`src/rtl/seg7_readback_decoder.sv`:
```
// ============================================================================
// Module  : seg7_readback_decoder
// Brief   : Monitors active-low 7-segment drive lines. It synchronises them,
//           debounces them, decodes each accepted pattern to a digit and checks
//           that successive digits form a +1 counting sequence.
//           Optional macro SEG7_HEX_EN: A-F decode as digits, sequence mod 16.
// Revision: 1.0 - initial release
// ============================================================================
`default_nettype none

module seg7_readback_decoder #(
    parameter int STABLE_CYCLES = 4,
    parameter int CNT_W         = 8
) (
    input  logic             clk,
    input  logic             rst,
    input  logic [6:0]       seg_in,
    output logic [3:0]       digit,
    output logic             digit_valid,
    output logic             invalid,
    output logic             seq_err,
    output logic             locked,
    output logic [CNT_W-1:0] err_count
);

    localparam int HW = $clog2(STABLE_CYCLES + 1);
    localparam logic [HW-1:0] C_STABLE = HW'(STABLE_CYCLES);
    localparam logic [6:0]    C_BLANK  = 7'h7F;
`ifdef SEG7_HEX_EN
    localparam logic [3:0]    C_LAST   = 4'd15;
`else
    localparam logic [3:0]    C_LAST   = 4'd9;
`endif

    typedef enum logic [0:0] {
        IDLE = 1'b0,
        LOCK = 1'b1
    } state_t;

    state_t           r_state;
    logic [6:0]       r_sync1;
    logic [6:0]       r_seg_s;
    logic [6:0]       r_prev;
    logic [6:0]       r_acc_pat;
    logic [HW-1:0]    r_held;
    logic [3:0]       r_digit;
    logic             r_digit_valid;
    logic             r_invalid;
    logic             r_seq_err;
    logic [CNT_W-1:0] r_err_count;

    logic [HW-1:0]    w_held;
    logic             w_accept;
    logic             w_is_digit;
    logic             w_is_blank;
    logic [3:0]       w_dval;
    logic [3:0]       w_expect;
    logic             w_inv_evt;
    logic             w_seq_evt;

    // w_held is the number of clocks seg_s has shown its current value,
    // counting the present one, saturating at STABLE_CYCLES.
    always_comb begin
        w_held = HW'(1);
        if (r_seg_s == r_prev) begin
            if (r_held >= C_STABLE) begin
                w_held = C_STABLE;
            end else begin
                w_held = r_held + 1'b1;
            end
        end
        w_accept = (w_held == C_STABLE) && (r_seg_s != r_acc_pat);
    end

    // Patterns are gfedcba, active-low.
    always_comb begin
        w_is_digit = 1'b1;
        w_dval     = 4'd0;
        case (r_seg_s)
            7'b1000000: w_dval = 4'd0;
            7'b1111001: w_dval = 4'd1;
            7'b0100100: w_dval = 4'd2;
            7'b0110000: w_dval = 4'd3;
            7'b0011001: w_dval = 4'd4;
            7'b0010010: w_dval = 4'd5;
            7'b0000010: w_dval = 4'd6;
            7'b1111000: w_dval = 4'd7;
            7'b0000000: w_dval = 4'd8;
            7'b0010000: w_dval = 4'd9;
`ifdef SEG7_HEX_EN
            7'b0001000: w_dval = 4'd10;
            7'b0000011: w_dval = 4'd11;
            7'b1000110: w_dval = 4'd12;
            7'b0100001: w_dval = 4'd13;
            7'b0000110: w_dval = 4'd14;
            7'b0001110: w_dval = 4'd15;
`endif
            default:    w_is_digit = 1'b0;
        endcase
        w_is_blank = (r_seg_s == C_BLANK);
    end

    always_comb begin
        w_expect  = (r_digit == C_LAST) ? 4'd0 : (r_digit + 4'd1);
        w_inv_evt = w_accept && !w_is_digit && !w_is_blank;
        w_seq_evt = w_accept && w_is_digit && (r_state == LOCK) && (w_dval != w_expect);
    end

    always_ff @(posedge clk) begin
        if (rst) begin
            r_sync1       <= C_BLANK;
            r_seg_s       <= C_BLANK;
            r_prev        <= C_BLANK;
            r_acc_pat     <= C_BLANK;
            r_held        <= '0;
            r_state       <= IDLE;
            r_digit       <= 4'd0;
            r_digit_valid <= 1'b0;
            r_invalid     <= 1'b0;
            r_seq_err     <= 1'b0;
            r_err_count   <= '0;
        end else begin
            r_sync1       <= seg_in;
            r_seg_s       <= r_sync1;
            r_prev        <= r_seg_s;
            r_held        <= w_held;
            r_digit_valid <= 1'b0;
            r_invalid     <= 1'b0;
            r_seq_err     <= 1'b0;

            if (w_accept) begin
                r_acc_pat <= r_seg_s;
                if (w_is_digit) begin
                    r_digit_valid <= 1'b1;
                    r_digit       <= w_dval;
                    r_state       <= LOCK;
                end else if (w_is_blank) begin
                    r_state       <= IDLE;
                end else begin
                    r_invalid     <= 1'b1;
                    r_state       <= IDLE;
                end
            end

            r_seq_err <= w_seq_evt;
            // Invalid and sequence events never coincide, so one step suffices.
            if ((w_inv_evt || w_seq_evt) && !(&r_err_count)) begin
                r_err_count <= r_err_count + 1'b1;
            end
        end
    end

    assign digit       = r_digit;
    assign digit_valid = r_digit_valid;
    assign invalid     = r_invalid;
    assign seq_err     = r_seq_err;
    assign locked      = (r_state == LOCK);
    assign err_count   = r_err_count;

endmodule

`default_nettype wire
```
`config.mk`:
```
export PLATFORM = sky130hd
export DESIGN_NAME = seg7_readback_decoder
export DESIGN_NICKNAME = d
export VERILOG_FILES = /design/src/rtl/seg7_readback_decoder.sv
export SDC_FILE = /design/constraint.sdc
export NUM_CORES = 1
export LEC_CHECK = 0
export CAP_MARGIN = 10
export CORE_UTILIZATION = 55
export CTS_CLUSTER_DIAMETER = 60
export DETAILED_ROUTE_END_ITERATION = 6
export PLACE_DENSITY_LB_ADDON = 0.3
export SYNTH_ARGS = -nofsm -noshare
export SYNTH_HDL_FRONTEND = slang
export SYNTH_SLANG_ARGS = --single-unit
```
`constraint.sdc`:
```
create_clock -name clk -period 3.1 [get_ports clk]
set_clock_uncertainty 0.1 [all_clocks]
set_input_delay 0.93 -clock clk [delete_from_list [all_inputs] [get_ports clk]]
set_output_delay 0.93 -clock clk [all_outputs]
set_load 0.005 [all_outputs]
```
# Yosys cells after proc, flatten, opt, wreduce, memory -nomap -nowiden
# Index checks and enable logic that the tools add are counted.
dict set report word_totals {
  register_bits 47
  elab_cells 55
  out_inout_bits 16
  in_bits 9
}
dict set report classes {
  bitwise_logic 1
  add_sub_neg 3
  n_lt_le_gt_ge 1
  eq_ne 15
  mux 7
  reduce_logical 17
}
# cell count
set ops {}
lappend ops {{one-hot mux 4 bit (9 select lines)} 1}
lappend ops {{== test 7 bit (second input constant)} 4}
lappend ops {{== test 7 x 5 -> 1 bit (second input constant)} 3}
lappend ops {{== test 7 x 6 -> 1 bit (second input constant)} 2}
lappend ops {{OR reduction 10 bit} 1}
lappend ops {{adder 8 x 1 -> 8 bit (second input constant)} 1}
lappend ops {{AND reduction 8 bit} 1}
lappend ops {{== test 7 x 2 -> 1 bit (second input constant)} 1}
lappend ops {{== test 7 bit} 1}
lappend ops {{logical AND 1 bit} 7}
lappend ops {{logical NOT 7 bit} 1}
lappend ops {{!= test 7 bit} 1}
lappend ops {{2-to-1 mux 3 bit} 2}
lappend ops {{adder 4 x 1 -> 4 bit (second input constant)} 1}
lappend ops {{== test 4 bit (second input constant)} 1}
lappend ops {{2-to-1 mux 4 bit} 1}
lappend ops {{!= test 4 bit} 1}
lappend ops {{adder 3 x 1 -> 3 bit (second input constant)} 1}
lappend ops {{== test 3 bit (second input constant)} 1}
lappend ops {{greater-or-equal comparator 3 bit (second input constant)} 1}
lappend ops {{logical NOT 1 bit} 3}
lappend ops {{2-to-1 mux 1 bit} 3}
lappend ops {{OR reduction 3 bit} 1}
lappend ops {{AND reduction 2 bit} 1}
lappend ops {{other kinds (3)} 3}

# Depth between registers and ports, before layout
# Gate-level depths: netlist of run 1.
dict set report depth {
  word_depth 10
  mapped_depth 9
  depth_no_buf 8
}

# Worst setup path before layout of run 1
# OpenSTA, ideal clock, no wires.
dict set report synth_path {
  path_type {reg-to-reg}
  from {reg r_seg_s[6]}
  to {reg r_err_count[7] (netlist: err_count[7])}
  stages_incl_launch_ff 10
  t_required_ps 2929
  slack_ps 639
  path_buffers 1
  setup_time_ps 71
  synth_period_minus_slack_ps 2461
  arrival_ps 2290
  cell_sequence {dfxtp_1 -> or3_1 -> buf_6 -> or3_4 -> a21oi_2 -> nor3b_1 -> o32ai_2 -> a31oi_1 -> or3_1 -> a21oi_1}
}
dict set report synth_between {
  elab_chain_len 9
  word_cells_on_any_way 29
  cone_classes {eq/ne (14); mux (3); reduce/logical (12)}
}
# element line_no
set synth_lines {}
lappend synth_lines {{from (decl)} 42} ;# logic [6:0] r_seg_s;
lappend synth_lines {{from (signal assigned)} 124} ;# r_seg_s <= r_sync1;
lappend synth_lines {{== test 7 bit} 65} ;# if (r_seg_s == r_prev) begin
lappend synth_lines {{2-to-1 mux 3 bit} 65}
lappend synth_lines {{== test 3 bit} 72} ;# w_accept = (w_held == C_STABLE) && (r_seg_s != r_acc_pat);
lappend synth_lines {{logical AND 1 bit} 72}
lappend synth_lines {{logical AND 1 bit (3 in a row)} 106} ;# w_seq_evt = w_accept && w_is_digit && (r_state == LOCK) && (w_dval != w_expect);
lappend synth_lines {{logical OR 1 bit *} 147} ;# if ((w_inv_evt || w_seq_evt) && !(&r_err_count)) begin
lappend synth_lines {{logical AND 1 bit *} 147}
lappend synth_lines {{to (signal assigned)} 148} ;# r_err_count <= r_err_count + 1'b1;
lappend synth_lines {{to (decl)} 50} ;# logic [CNT_W-1:0] r_err_count;
# Every way passes the cells marked *; elsewhere a longest branch is shown, timed or not.
# A chain may end at the register's enable or synchronous reset.

# Final worst setup path of run 1
# Ends and elaborated chain as after synthesis.

==> results of run 1 <==
==> cell type report <==
cell class              instances  area, µm²
repair buffers                 28        270
inverters                       6       22.5
multi-input cells             179       1230
flip-flops and latches         47        941
clock inverters                 3       46.3
clock buffers                   5       68.8
fillers                       294       1160
well taps                      48       60.1
==> stage by stage <==
step | utilization [%] | total power, mW
detailed placement | 66.3 | 0.714
global placement | 66.3 | 0.711
global route | 69.4 | 1.20
finish | 69.4 | 1.16
CTS | 69.4 | 1.17
floorplan | - | 0.692
==> synth_stat cells (2+ instances only) <==
cell type / n
dfxtp_1: 47
or2_2: 22
nand3_1: 13
nor2_1: 13
o21ai_0: 10
a21oi_1: 9
xor2_1: 9
a211o_1: 8
clkbuf_1: 8
nand2_1: 8
or3_1: 8
xnor2_1: 8
buf_2: 7
nor2b_1: 7
and3_1: 6
inv_1: 6
nand4_1: 5
nor3b_1: 5
mux2i_1: 4
a22oi_1: 3
ha_1: 3
nor3_1: 3
nor4b_1: 3
a21boi_0: 2
a21o_1: 2
a31oi_1: 2
nand2b_1: 2
nand3b_1: 2
nor4bb_1: 2
or2_1: 2
==> logic make-up (layout without fill, tap and decap cells) <==
kind of cell	count (synthesis)	in the layout	share of synthesized area [%]
compound gates	46	46	15.2
xor+xnor	17	17	6.56
fa+ha+maj	3	3	1.65
buf+inv	23	42	4.57
flops	47	47	41.4
mux	4	4	1.76
simple gates	109	109	28.9
==> state kept, by name (all words and copies together), names as in the netlist <==
name	cells
r_held	3
r_seg_s	7
digit_valid	1
r_acc_pat	7
invalid	1
r_prev	7
err_count	8
locked	1
r_sync1	7
digit	4
seq_err	1
==> cell usage in the layout, fill, tap and decap left out, types with 3 or more instances in the layout <==
cell,n
mux2i_1,4
inv_1,6
and3_1,6
buf_4,4
xor2_1,9
nor3_1,3
dfxtp_1,47
or2_2,22
clkbuf_8,5
clkdlybuf4s50_1,24
ha_1,3
xnor2_1,8
o21ai_0,10
nand3_1,13
nand4_1,5
nor3b_1,5
nor2_1,13
a22oi_1,3
nor4b_1,3
a21oi_1,9
nand2_1,8
or3_1,8
nor2b_1,7
a211o_1,8
==> metal layers <==
metal | GRT usage, % | vias up
li1 | - | 908
met1 | 25.4 | 858
met2 | 34.4 | 47
met3 | 6.21 | 7
met4 | 9.57 | 0
met5 | 0 | -
==> power by group through the flow <==
stage | Clock, mW | Sequential (mW) | Combinational, mW
after floorplan | 0 | 0.636 | 0.0565
after global placement | 0 | 0.647 | 0.0641
after detailed placement | 0 | 0.648 | 0.0657
after CTS | 0.467 | 0.634 | 0.0659
after global routing | 0.489 | 0.636 | 0.0725
final | 0.458 | 0.634 | 0.0649
==> critical path, cell delays in order, from the launching register on <==
cell,delay (ps)
dfxtp_1,450
or3_1,540
or3_4,450
a21oi_2,130
nor3b_1,70
o32ai_2,360
a31oi_1,200
or3_1,330
a21oi_1,130
==> final timing paths <==
check                                start  slack (ps)      endpoint
worst max-delay path            r_seg_s[6]         260  err_count[7]
worst max register to register  r_seg_s[6]         260  err_count[7]
worst min-delay path            r_sync1[5]         310    r_seg_s[5]
worst min register to register  r_sync1[5]         310    r_seg_s[5]
==> results.cfg, run 1 <==
[route]
first_iter_violations = 68
wirelength_mm = 4.19
wire_per_inst_um = 13.3
drtAntennaViolNets = 0
dr_total_vias = 1820
dr.max_layer_used = met4
first_pass_iters = 4
met1Wirelength_mm = 1.95
routed-wl-met2_mm = 1.98
drc = 0
vias_per_cell = 5.76
route.met3.wl_um = 192

[clocking]
cts_tree = built
htree_levels = 2
cts_buffers = 5
holdBufCountCts = 0
cts_sinks = 47
cts.clk_slew.worst_paths_ps = 90
ctsResizeCount = 0
cts-root-buf = clkbuf_8
clock_tree.buffer_depth = 2
clk_latency_ps = 300
post_cts_buffers = 0

[synthesis]
ys_seq_area_share_pct = 41.4
synth_edf_count = 0
syn-num-nets = 261
netlist_area_um2 = 2270
async_flop_share_pct = 0
synth_area_per_cell_um2 = 9.12
synthFlopType = dfxtp_1
yosysTopAreaCell = dfxtp_1
postSynthCellCount = 249
synth.distinct_cells = 50
synth_seq_cells = 47
synth_top_area_share_pct = 41.4
yosysWarningCount = 0
synthTopCellsByArea = dfxtp_1 (41%), or2_2 (6.1%), xor2_1 (3.5%)

[global_routing]
antenna_found_initial = 0
track_usage_pct = 21.1
grt_pass1_wl_mm = 7.02
grt_pass1_vias = 1625
grt_max_degree = 36
overflow = 0

[timing]
holdWs_ps = 313
finalHoldViolCount = 0
period_share_pct = 91.7
setup_tns_ps = 0
tightest_slew_ps = 488
max_freq_mhz = 352
finalCriticalPeriod_ps = 2840
setup_slack_ps = 257
drv_slew = 0
setup-violations-final = 0
slew_headroom_pct = 67.3
rsz0062_at_grt = no

[place]
hpwl_mm = 2.90
io_buffers = 24
place_ws_ps = 305
gp_congestion = 0.954
dp.cells = 308
placed_cell_area_um2 = 2520

[critical_path]
reg2reg_depth = 8
cp-start-kind = flip-flop
required_ps = 3230
critPathKind = reg -> reg
end_kind = flip-flop
critPathArrivalTime_ps = 2980
crit_fanout = 11

[pwr]
comb_power_share_pct = 5.6
switching_share_pct = 22.5
power_switching_uw = 260
pwr-share-seq_pct = 54.8
peakVddDrop_mv = 0.314
leakagePower_nw = 0.970
pwr-share-clk_pct = 39.6
power_density_nw_per_um2 = 439
p_int_uw = 896

[layout]
fin_area_um2 = 2640
area_delta_synth_final_pct = 16.0
instances_no_fill = 316
fin_nets = 279
antenna_cells = 0
drive_above_1_share_pct = 16.0

[floorplanning]
start_util_pct = 59.8
core_area_um2 = 3800
dieHeight_um = 66.3
dieArea_um2 = 4390
io_pins = 25
fp.dieW_um = 66.3
row_count = 22

[min_path]
hold_depth = 1
hold_path.class = reg -> reg

[flow_run]
maxCapViolCount = 0

[run_status]
status = complete, no violations
No activity file was read; power rests on OpenSTA's default activity.
==> run 2, diff against run 1 <==
- GPL_TIMING_DRIVEN: unset -> 0
==> run 2 against run 1 <==
Via count increased by 0.66%. Utilization grew 1.1 points. Total power down 1.3%. Global-route usage is 1.3 points higher. Highest routed layer unchanged.
==> results.cfg, run 2 (synthesis results as in run 1) <==
[layout]
drive_above_1_share_pct = 17.5
final_util_pct = 70.4
largest_register_ffs = 8
fin_nets = 291
area_delta_synth_final_pct = 17.8
antenna_cells = 0
fill_cells = 304
layout_commonest_cell = dfxtp_1
final_cell_mix = dfxtp_1 (47), clkdlybuf4s50_1 (23), or2_2 (22)
fin_area_um2 = 2680

[timing]
drv_slew = 0
setup_tns_ps = 0
period_share_pct = 90.3
setup-violations-final = 0
max_freq_mhz = 357
slew_headroom_pct = 67.4
finalHoldViolCount = 0
tightest_slew_ps = 490
finalCriticalPeriod_ps = 2800
rsz0062_at_grt = no

[critical_path]
cp-start-kind = flip-flop
critPathKind = reg -> reg
end_kind = flip-flop
required_ps = 3180
r2r_slack_ps = 300
critPathArrivalTime_ps = 2880
crit_fanout = 10
reg2reg_depth = 9

[place]
io_buffers = 23
gp_congestion = 0.946
hpwl_mm = 3.11
placed_cell_area_um2 = 2560

[route]
first_iter_violations = 70
vias_per_cell = 5.59
dr_total_vias = 1832
drtAntennaViolNets = 0
wire_per_inst_um = 13.4
wirelength_mm = 4.39
first_pass_iters = 4
drc = 0

[floorplanning]
dieArea_um2 = 4390
fp.dieW_um = 66.3
start_util_pct = 59.8
row_count = 22
core_area_um2 = 3800
dieHeight_um = 66.3
io_pins = 25

[clocking]
cts_tree = built
clock_tree.buffer_depth = 2
cts.clk_slew.worst_paths_ps = 80
cts_buffers = 5
cts_sinks = 47
cts-root-buf = clkbuf_8
clk_latency_ps = 300
htree_levels = 2

[pwr]
leakagePower_nw = 0.991
p_total_mw = 1.14
peakVddDrop_mv = 0.305
power_density_nw_per_um2 = 427

[global_routing]
antenna_found_initial = 0
grt_pass1_wl_mm = 7.38
track_usage_pct = 22.4
overflow = 0
grt_pass1_vias = 1637
grt_max_degree = 16

[run_status]
status = complete, no violations

[min_path]
hold_path.class = reg -> reg
hold_depth = 1

[flow_run]
maxCapViolCount = 0
run 2: repair_timing:
item / 4_1_cts / 5_1_grt
setup endpoints to repair: 0 / 2
buffers inserted: 0 / 0
hold buffers: 0 / 0
gates resized for setup: 0 / 2
run 2: critical path, cell delays in order (launching register included):
cell      delay (ps)
dfxtp_1          390
buf_2            250
xnor2_1          140
nand4_1          130
nor4_2           320
and3_1           320
clkbuf_1         420
nand2_1          300
a22oi_1          250
nor2_1            60
run 2: per-layer routing:
metal	track usage, %	vias to the layer above	share of wire, %
met5	0	-	0
met4	9.84	0	1.9
met3	5.00	7	4.0
met2	37.9	34	49
met1	27.0	858	45
li1	-	933	-
run 2: worst paths after layout:
path / start / to
setup / recovery: r_seg_s[4] / digit[0]
hold / removal: r_sync1[5] / r_seg_s[5]
setup reg to reg: r_seg_s[4] / digit[0]
hold reg to reg: r_sync1[5] / r_seg_s[5]
run 2: area by class of cell:
class                   instances  area [µm²]  share of cell area [%]
clock buffers                   5        68.8                    2.57
plain buffers                  17        82.6                    3.09
repair buffers                 23         230                    8.61
clock inverters                 3        43.8                    1.64
inverters                       6        22.5                   0.842
multi-input cells             179        1230                    45.8
well taps                      48        60.1                    2.25
flip-flops and latches         47         941                    35.2
run 2: stage by stage:
stage                     cells  hold slack, ps  worst slack (ps)
after CTS                   328             313               226
after global placement      320             290               255
after global routing        328             321              96.5
after floorplan             249             289               639
final                       328             312               301
after detailed placement    320             293               280
run 2: where the power goes:
part	internal, mW	switching [mW]	leakage (nW)
sequential	0.617	0.00612	0.384
combinational	0.0377	0.0403	0.549
clock	0.240	0.201	0.0581
==> edit: new RTL, config.mk and constraints of run 1 <==
Register the output `digit` once more, cleared by the reset; this adds one clock of latency there. The other outputs are not delayed to match.
--- a/src/rtl/seg7_readback_decoder.sv
+++ b/src/rtl/seg7_readback_decoder.sv
@@ -150,7 +150,13 @@
         end
     end
 
-    assign digit       = r_digit;
+    always_ff @(posedge clk) begin
+        if (rst) begin
+            digit <= '0;
+        end else begin
+            digit <= r_digit;
+        end
+    end
     assign digit_valid = r_digit_valid;
     assign invalid     = r_invalid;
     assign seq_err     = r_seq_err;
Function: changed (a bounded check fails within 10 cycles, from zero or initial values and one cycle with rst high).
==> edit against run 1 <==
- wire length is 3.2% higher
- non-clock buffer count is 8 higher
- sequential cell count is 4 higher
- critical path type unchanged
- final cell count is 5.7% higher
- die area is 6.5% higher
- power is 6.4% higher
- synthesized area is 6.7% higher
- setup slack better by 0.018 ns
- sequential power is 7.1% higher
- first-iteration DRC count is 74% higher
- critical path depth stayed put
- final area is 7.3% higher
==> edit: results (changes against run 1) <==
cells taking the most area after synthesis dfxtp_1 42%, or2_2 5.4%, xor2_1 4.7%; worst r2r src r_seg_s[0]; Max IR drop VDD 439 uV (+40%); share of cells above drive strength 1 0.194 (+0.0332); fin nets 295 (+5.7%); Seq/Total Area, Yosys 0.421 (+0.00716); Crit-path slowest cell a2111oi_4; DR iter-0 viols 118 (+74%); status finished, final reports clean; commonest cells in the netlist 51 x dfxtp_1, 21 x or2_2, 17 x nor2_1; first-pass GRT wire length 7160 um (+2.0%); WHS Endpoint r_seg_s[2]; vias in the first global route 1,642 (+1.0%); Slew HR 0.650 (-0.0235); static leakage 1.00 nW (+3.3%); Final GP Congestion 0.826 (-13%); Synthesized Nets 273 (+4.6%); hold path start r_sync1[2]; unique cell type count in the Yosys netlist 49 (-2.0%); DP HPWL 2930 um (+0.78%); Total GRT Usage 0.206 (-0.00468); Vias per Instance 5.52 (-4.1%); Finished Layout Cells 334 (+5.7%); CP peak stage delay 0.47 ns (-0.07 ns); Arr. time, crit path 2.92 ns (-0.06 ns)
edit: changes by cell type in the layout (fill, tap and decap cells not counted), sizes merged, moves of 5 or more:
cell,before,now
o21ai,10,4
nand3,13,6
nand2b,2,7
nor3,3,11
nor2b,7,15
buf,4,12
edit: area by class of cell:
type	instances	share of cell area
repair buffers	36	0.117
multi-input cells	183	0.451
inverters	6	0.00797
clock inverters	3	0.0164
flip-flops and latches	51	0.361
clock buffers	5	0.0243
well taps	50	0.0221
edit: kinds of logic after synthesis:
| family | after synthesis | share of synthesized area |
|---|---|---|
| adder cells (fa/ha/maj) | 3 | 0.0155 |
| flip-flops | 51 | 0.421 |
| XOR/XNOR | 18 | 0.0651 |
| buffers and inverters | 27 | 0.0522 |
| AND/OR/NAND/NOR | 117 | 0.284 |
| AO/OA/AOI/OAI | 39 | 0.129 |
| multiplexers | 6 | 0.0331 |
edit: per-layer routing:
layer	GRT usage	vias up	wire length [um]
met3	0.0400	9	126
met2	0.320	35	1980
met1	0.274	859	2140
met5	0	-	0
met4	0.0964	0	77
li1	-	942	-
edit: worst max path at each step:
stage / start / to / depth (start not counted)
2_1_floorplan: r_seg_s[6] / err_count[2] / 9
3_3_place_gp: r_seg_s[1] / err_count[2] / 8
3_5_place_dp: r_seg_s[1] / err_count[3] / 8
4_1_cts: r_seg_s[1] / err_count[3] / 8
5_1_grt: r_seg_s[1] / err_count[5] / 8
6_report: r_seg_s[0] / err_count[3] / 8
edit: metrics by stage:
stage	instance area, sq um	hold WS, ns
floorplan	2420	0.289
global placement	2710	0.292
detailed placement	2710	0.294
CTS	2830	0.319
global route	2830	0.335
finish	2830	0.317
edit: power by group through the flow:
| stage | logic [W] | registers, W | clock network (W) |
|---|---|---|---|
| finish | 0.0000847 | 0.000679 | 0.000466 |
| global route | 0.0000942 | 0.000682 | 0.000502 |
| CTS | 0.0000847 | 0.000679 | 0.000474 |
| detailed placement | 0.0000840 | 0.000695 | 0 |
| global placement | 0.0000828 | 0.000694 | 0 |
| floorplan | 0.0000642 | 0.000688 | 0 |
edit: critical path, delay by kind of cell, from the launching register on:
kind,cells,cell delay (ns)
compound gates,4,1.20
simple gates,2,0.47
flops,1,0.41
mux,1,0.29
buf+inv,1,0.24
